<file path="config.mk">
export PLATFORM = sky130hd
export DESIGN_NAME = ads412x_spi_responder
export DESIGN_NICKNAME = d
export VERILOG_FILES = /design/src/rtl/ads412x_spi_responder.sv
export SDC_FILE = /design/constraint.sdc
export NUM_CORES = 1
export LEC_CHECK = 0
export CAP_MARGIN = 20
export CORE_MARGIN = 2
export CORE_UTILIZATION = 60
export CTS_CLUSTER_DIAMETER = 200
export CTS_CLUSTER_SIZE = 28
export DETAILED_ROUTE_END_ITERATION = 6
export GPL_ROUTABILITY_DRIVEN = 0
export PLACE_DENSITY = 0.78
export RECOVER_POWER = 100
export SKIP_CTS_REPAIR_TIMING = 1
export SLEW_MARGIN = 20
export SYNTH_ARGS = -nofsm -noshare
export SYNTH_HDL_FRONTEND = slang
export SYNTH_SLANG_ARGS = --single-unit
</file>
<file path="constraint.sdc">
create_clock -name clk_in -period 2.2 [get_ports clk_in]
set_input_delay 0.22 -clock clk_in [delete_from_list [all_inputs] [get_ports clk_in]]
set_output_delay 0.22 -clock clk_in [all_outputs]
set_load 0.01 [all_outputs]
</file>
<file path="src/rtl/ads412x_spi_responder.sv">
// Receiving end of the ADS412x 3-wire configuration link: oversamples SEN/SCLK/SDATA,
// deframes 16-bit address/data words and commits them to a local register file.
module ads412x_spi_responder #(
    parameter int unsigned NUM_REGS    = 32,
    parameter int unsigned SYNC_STAGES = 2
) (
    input  logic       clk_in,
    input  logic       rst_n,
    input  logic       spi_sen,
    input  logic       spi_sclk,
    input  logic       spi_sdata,
    output logic       wr_valid,
    output logic [7:0] wr_addr,
    output logic [7:0] wr_data,
    output logic       addr_err,
    output logic [7:0] frame_err_cnt,
    input  logic [7:0] rd_addr,
    output logic [7:0] rd_data,
    output logic       busy
);

    localparam int unsigned AW = (NUM_REGS > 1) ? $clog2(NUM_REGS) : 1;

    typedef enum logic [1:0] {
        WAIT_HIGH,
        IDLE,
        SHIFT,
        COMMIT
    } state_e;

    state_e state_q, state_d;

    logic [SYNC_STAGES-1:0] sen_sync_q, sclk_sync_q, sdata_sync_q;
    logic                   sen_prev_q, sclk_prev_q;
    logic                   sen_s, sclk_s, sdata_s;
    logic                   sen_fall, sen_rise, sclk_fall;

    logic [15:0] shift_q, shift_d;
    logic [4:0]  cnt_q, cnt_d;
    logic [7:0]  err_q, err_d;
    logic        wr_valid_q, wr_valid_d;
    logic        addr_err_q, addr_err_d;
    logic [7:0]  wr_addr_q, wr_addr_d;
    logic [7:0]  wr_data_q, wr_data_d;
    logic [7:0]  regs_q [NUM_REGS];

    // Synchronizers reset low so a reset inside a SEN-low window never fakes a falling edge.
    always_ff @(posedge clk_in or negedge rst_n) begin
        if (!rst_n) begin
            sen_sync_q   <= '0;
            sclk_sync_q  <= '0;
            sdata_sync_q <= '0;
            sen_prev_q   <= 1'b0;
            sclk_prev_q  <= 1'b0;
        end else begin
            sen_sync_q   <= {sen_sync_q[SYNC_STAGES-2:0], spi_sen};
            sclk_sync_q  <= {sclk_sync_q[SYNC_STAGES-2:0], spi_sclk};
            sdata_sync_q <= {sdata_sync_q[SYNC_STAGES-2:0], spi_sdata};
            sen_prev_q   <= sen_s;
            sclk_prev_q  <= sclk_s;
        end
    end

    assign sen_s     = sen_sync_q[SYNC_STAGES-1];
    assign sclk_s    = sclk_sync_q[SYNC_STAGES-1];
    assign sdata_s   = sdata_sync_q[SYNC_STAGES-1];
    assign sen_fall  = sen_prev_q & ~sen_s;
    assign sen_rise  = ~sen_prev_q & sen_s;
    assign sclk_fall = sclk_prev_q & ~sclk_s;

    always_ff @(posedge clk_in or negedge rst_n) begin
        if (!rst_n) begin
            state_q    <= WAIT_HIGH;
            shift_q    <= '0;
            cnt_q      <= '0;
            err_q      <= '0;
            wr_valid_q <= 1'b0;
            addr_err_q <= 1'b0;
            wr_addr_q  <= '0;
            wr_data_q  <= '0;
        end else begin
            state_q    <= state_d;
            shift_q    <= shift_d;
            cnt_q      <= cnt_d;
            err_q      <= err_d;
            wr_valid_q <= wr_valid_d;
            addr_err_q <= addr_err_d;
            wr_addr_q  <= wr_addr_d;
            wr_data_q  <= wr_data_d;
        end
    end

    always_comb begin
        state_d    = state_q;
        shift_d    = shift_q;
        cnt_d      = cnt_q;
        err_d      = err_q;
        wr_valid_d = 1'b0;
        addr_err_d = 1'b0;
        wr_addr_d  = wr_addr_q;
        wr_data_d  = wr_data_q;
        unique case (state_q)
            WAIT_HIGH: begin
                if (sen_s) state_d = IDLE;
            end
            IDLE: begin
                if (sen_fall) begin
                    shift_d = '0;
                    cnt_d   = '0;
                    state_d = SHIFT;
                end
            end
            SHIFT: begin
                if (sclk_fall) begin
                    shift_d = {shift_q[14:0], sdata_s};
                    cnt_d   = cnt_q + 5'd1;
                end
                // The 16th edge wins over a coincident SEN rise: the word is complete.
                if (sclk_fall && cnt_q == 5'd15) begin
                    state_d = COMMIT;
                end else if (sen_rise) begin
                    if (err_q != 8'hFF) err_d = err_q + 8'd1;
                    state_d = IDLE;
                end
            end
            COMMIT: begin
                wr_valid_d = 1'b1;
                wr_addr_d  = shift_q[15:8];
                wr_data_d  = shift_q[7:0];
                addr_err_d = ({1'b0, shift_q[15:8]} >= 9'(NUM_REGS));
                state_d    = WAIT_HIGH;
            end
            default: state_d = WAIT_HIGH;
        endcase
    end

    // Register file is written from the latched word, so it reads back the cycle after wr_valid.
    always_ff @(posedge clk_in or negedge rst_n) begin
        if (!rst_n) begin
            for (int unsigned i = 0; i < NUM_REGS; i++) regs_q[AW'(i)] <= '0;
        end else if (wr_valid_q && !addr_err_q) begin
            regs_q[wr_addr_q[AW-1:0]] <= wr_data_q;
        end
    end

    always_comb begin
        rd_data = '0;
        if ({1'b0, rd_addr} < 9'(NUM_REGS)) rd_data = regs_q[rd_addr[AW-1:0]];
    end

    assign wr_valid      = wr_valid_q;
    assign addr_err      = addr_err_q;
    assign wr_addr       = wr_addr_q;
    assign wr_data       = wr_data_q;
    assign frame_err_cnt = err_q;
    assign busy          = (state_q == SHIFT);

endmodule

</file>
==> metrics.txt <==
# TYPE chip_impl_metric gauge
chip_impl_info{name="run_status",value="finished, violations left"} 1
chip_impl_info{name="failed_checks",value="setup timing"} 1
chip_impl_info{name="cts_root_buffer",value="clkbuf_16"} 1
chip_impl_metric{name="timing.max_cap.violations",unit=""} 0
chip_impl_metric{name="cp_data_required_time",unit="ns"} 1.98
chip_impl_metric{name="fp.dieW",unit="µm"} 156.9
chip_impl_metric{name="critical_path.max_fanout",unit=""} 2
chip_impl_metric{name="powerDensity",unit="nW/µm²"} 609.6
chip_impl_metric{name="netSwitchingFraction",unit=""} 0.2319
chip_impl_metric{name="die_height",unit="µm"} 156.9
chip_impl_metric{name="synth_edf_count",unit=""} 0
chip_impl_metric{name="reg2reg_setup_slack",unit="ns"} 0.08
chip_impl_info{name="tritoncts",value="done"} 1
chip_impl_info{name="timing_worst_setup_path_type",value="reg2out"} 1
chip_impl_metric{name="slowest_delay",unit="ns"} 0.49
chip_impl_metric{name="buffers_added_on_ports",unit=""} 47
chip_impl_metric{name="worst_setup_slack_final",unit="ns"} -0.1185
chip_impl_metric{name="drt.antenna.violating_nets",unit=""} 0
chip_impl_metric{name="row_count",unit=""} 55
chip_impl_metric{name="clkLatencyLatePin",unit="ns"} 0.50
chip_impl_info{name="timing.hold.worst.start",value="spi_sclk"} 1
chip_impl_info{name="worstSetupEndpointType",value="output pin"} 1
chip_impl_metric{name="multi_input_area",unit="µm²"} 5937
chip_impl_info{name="path_delay_family",value="multiplexers"} 1
chip_impl_metric{name="tns",unit="ns"} -0.7108
chip_impl_metric{name="remaining_drc_errors",unit=""} 0
chip_impl_metric{name="power_frac_seq",unit=""} 0.614
chip_impl_metric{name="clock_pin_slew_reported_for_the_worst_setup_and_hold_paths_after_clock_tree_synthesis",unit="ns"} 0.09
chip_impl_metric{name="initial_core_util",unit=""} 0.6161
chip_impl_metric{name="yosys.area_share.xor_xnor",unit=""} 0.005617
chip_impl_metric{name="period_share",unit=""} 1.054
chip_impl_metric{name="cts_made_buffers",unit=""} 15
chip_impl_metric{name="net-switching-power",unit="mW"} 2.209
chip_impl_metric{name="synth_cells",unit=""} 904
chip_impl_metric{name="worst_ep_arrival_time",unit="ns"} 2.10
chip_impl_metric{name="antenna_cells",unit=""} 0
chip_impl_metric{name="grt_start_max_net_pins",unit=""} 66
chip_impl_metric{name="yosys-mux-area-fraction",unit=""} 0.3417
chip_impl_metric{name="ys_async_sr_fraction",unit=""} 1.000
chip_impl_metric{name="critical_path.n_buffers_inverters",unit=""} 2
chip_impl_metric{name="r2r_cells",unit=""} 7
chip_impl_metric{name="finalMaxSlewViolations",unit=""} 0
chip_impl_metric{name="worst_skew",unit="ns"} 0.02996
chip_impl_metric{name="syn2layout_area_growth",unit="%"} 11.35
chip_impl_metric{name="holdWs",unit="ns"} 0.2775
chip_impl_info{name="regToRegStartpoint",value="cnt_q[1]"} 1
chip_impl_metric{name="sequential_cell_area",unit="µm²"} 7833
chip_impl_metric{name="synth-seq-area-share",unit=""} 0.5581
chip_impl_metric{name="wire_per_inst",unit="µm"} 22.82
chip_impl_metric{name="ys_warn_count",unit=""} 0
chip_impl_metric{name="max-clock-path-buffers",unit=""} 3
chip_impl_metric{name="maxClockFrequency",unit="MHz"} 431.3
chip_impl_metric{name="final_nets",unit=""} 1006
chip_impl_metric{name="post_synth.cell_area_avg",unit="µm²"} 15.52
chip_impl_info{name="crit_chain",value="mux4_2 > mux2i_2 > buf_4 > a221o_1 > a31oi_1 > clkbuf_2"} 1
chip_impl_metric{name="core-area",unit="µm²"} 22780
chip_impl_metric{name="synth_seq_cells",unit=""} 313
chip_impl_metric{name="power.static_leakage",unit="nW"} 7.641
chip_impl_metric{name="final_hold_violation_count",unit=""} 0
chip_impl_info{name="yosysTopAreaCell",value="dfrtp_1"} 1
chip_impl_info{name="cpMaxStageDelayCell",value="mux4_2"} 1
chip_impl_metric{name="slew_headroom",unit=""} 0.1415
chip_impl_metric{name="grt_pass1_vias",unit=""} 8354
chip_impl_metric{name="p_int",unit="mW"} 7.318
chip_impl_info{name="holdCritPathClass",value="in2reg"} 1
chip_impl_metric{name="dr.pass1.iters",unit=""} 4
chip_impl_metric{name="sinks_on_the_clock_net",unit=""} 313
chip_impl_metric{name="synth-simple-area-share",unit=""} 0.04690
chip_impl_metric{name="synth_cell_type_count",unit=""} 46
chip_impl_metric{name="num-fill-cells",unit=""} 1591
chip_impl_metric{name="dp_hpwl",unit="µm"} 20150
chip_impl_metric{name="postRouteWirelength",unit="µm"} 29720
chip_impl_info{name="main_combinational_cell_family_by_area_after_synthesis",value="multiplexers"} 1
chip_impl_info{name="hold_end",value="sclk_sync_q[0]"} 1
chip_impl_metric{name="die_area",unit="µm²"} 24630
chip_impl_info{name="synth_top_flop_cell",value="dfrtp_1"} 1
chip_impl_metric{name="min_path_cells",unit=""} 1
chip_impl_metric{name="peakVddDrop",unit="V"} 0.0006977
chip_impl_info{name="crit-reg2reg-capture",value="frame_err_cnt[1]"} 1
chip_impl_metric{name="setup_violations",unit=""} 8
chip_impl_metric{name="post_syn_area",unit="µm²"} 14030
chip_impl_metric{name="postSynthNetCount",unit=""} 920
chip_impl_metric{name="combPwrFrac",unit=""} 0.068
chip_impl_metric{name="cts_htree_levels",unit=""} 1
chip_impl_metric{name="boundaryPins",unit=""} 48
chip_impl_info{name="cp-start-kind",value="flip-flop"} 1
chip_impl_metric{name="grt_first_pass_wirelength",unit="µm"} 48280
chip_impl_metric{name="post_synth_fa_ha_maj_area_fraction",unit=""} 0.002675
chip_impl_metric{name="routed-via-count",unit=""} 7968
chip_impl_metric{name="grtUsageTotal",unit=""} 0.2546
chip_impl_metric{name="post-synth-top-area-fraction",unit=""} 0.5581
chip_impl_metric{name="globalRoute.totalOverflow",unit=""} 0
chip_impl_metric{name="grt_antenna_before_repair",unit=""} 0
chip_impl_metric{name="worst-slew-pin-transition",unit="ns"} 1.288
chip_impl_metric{name="final_period_minus_worst_setup_slack",unit="ns"} 2.318
chip_impl_info{name="rsz_0062_raised_after_global_routing",value="yes"} 1
chip_impl_metric{name="route.detailed.vias_per_inst",unit=""} 6.120
chip_impl_metric{name="detail_route.iter0.violations",unit=""} 402
chip_impl_info{name="synth.top_cells.by_area",value="dfrtp_1 (56%), mux2_2 (21%), mux4_2 (9.6%)"} 1
chip_impl_metric{name="drive_above_1_share",unit=""} 0.4651
chip_impl_metric{name="synth-compound-area-share",unit=""} 0.02274
chip_impl_metric{name="clock_power_share",unit=""} 0.318
==> metrics by stage <==
step	utilization	area [µm²]	power (mW)	cells	setup slack (ns)
after global routing	0.6860	15630	9.889	1302	-0.1783
after floorplan	-	14030	6.268	904	0.2135
final	0.6860	15630	9.527	1302	-0.1185
after CTS	0.6902	15720	9.672	1300	-0.5663
after global placement	0.6724	15320	6.636	1284	-0.3573
after detailed placement	0.6724	15320	6.648	1284	-0.3847
==> state kept, by name, indices dropped and copies added (netlist names), 2 cells and up <==
| signal | cells |
|---|---|
| shift_q | 16 |
| wr_addr | 8 |
| wr_data | 8 |
| sclk_sync_q | 2 |
| state_q | 2 |
| sen_sync_q | 2 |
| cnt_q | 5 |
| frame_err_cnt | 8 |
| regs_q | 256 |
| sdata_sync_q | 2 |
==> worst max path at each step <==
stage,start,end,cells past startpoint
global placement,rd_addr[1],rd_data[1],7
CTS,regs_q[103],rd_data[7],5
finish,regs_q[228],rd_data[4],6
floorplan,cnt_q[0],frame_err_cnt[1],7
global route,regs_q[228],rd_data[4],6
detailed placement,rd_addr[3],rd_data[0],6
==> logic make-up (layout without fill, tap and decap cells) <==
| kind of cell | after synthesis | count (layout) |
|---|---|---|
| flops | 313 | 313 |
| compound gates | 44 | 44 |
| xor+xnor | 9 | 9 |
| buf+inv | 61 | 146 |
| simple gates | 111 | 111 |
| mux | 363 | 363 |
| fa+ha+maj | 3 | 3 |
==> routing by layer <==
layer	track usage	vias to the layer above	wire [µm]
met3	0.03497	29	1308
met5	0	-	0
met1	0.3861	4268	13840
li1	-	3495	-
met2	0.4033	176	14100
met4	0.04806	0	464
==> synthesized netlist by cell type (all sizes together) (3+ instances only) <==
library cell	number
dfrtp	313
mux2	276
mux4	64
nand2	35
clkbuf	32
buf	26
nor2	24
mux2i	23
a22o	14
xor2	9
a21oi	8
a22oi	7
and3	7
nand3b	7
nor2b	6
nor3b	6
nand3	5
nor3	5
o211ai	5
o21ai	4
ha	3
inv	3
nand2b	3
nand4	3
nor4	3
==> layout by cell type (no fill, tap or decap), types with 5 or more instances in the layout <==
cell type / count
clkbuf_16: 15
mux4_2: 64
and3_1: 7
nand3b_1: 7
nand2_1: 35
mux2_2: 260
mux2_1: 16
buf_4: 48
nor2b_1: 5
clkbuf_2: 28
o211ai_1: 5
nand3_1: 5
dfrtp_1: 313
a22o_1: 14
nor2_1: 8
xor2_1: 9
mux2i_2: 5
mux2i_1: 15
a22oi_1: 5
a21oi_1: 8
buf_12: 7
clkdlybuf4s50_1: 7
nor2_2: 12
dlygate4sd3_1: 29
==> final cells by class <==
type	count	share of cell area
inverter	3	0.0007206
clock inverter	1	0.001922
clock buffer	15	0.02402
tap	313	0.02506
timing repair buffer	127	0.06710
sequential	313	0.5012
multi-input combinational	530	0.3799
==> power groups by stage <==
stage          registers, mW  logic [mW]  clock network, mW
2_1_floorplan           5.97       0.301                  0
3_3_place_gp            5.96       0.674                  0
3_5_place_dp            5.96       0.683                  0
4_1_cts                 5.85       0.686               3.13
5_1_grt                 5.86       0.711               3.32
6_report                5.85       0.645               3.03
No activity file was read; power rests on OpenSTA's default activity.
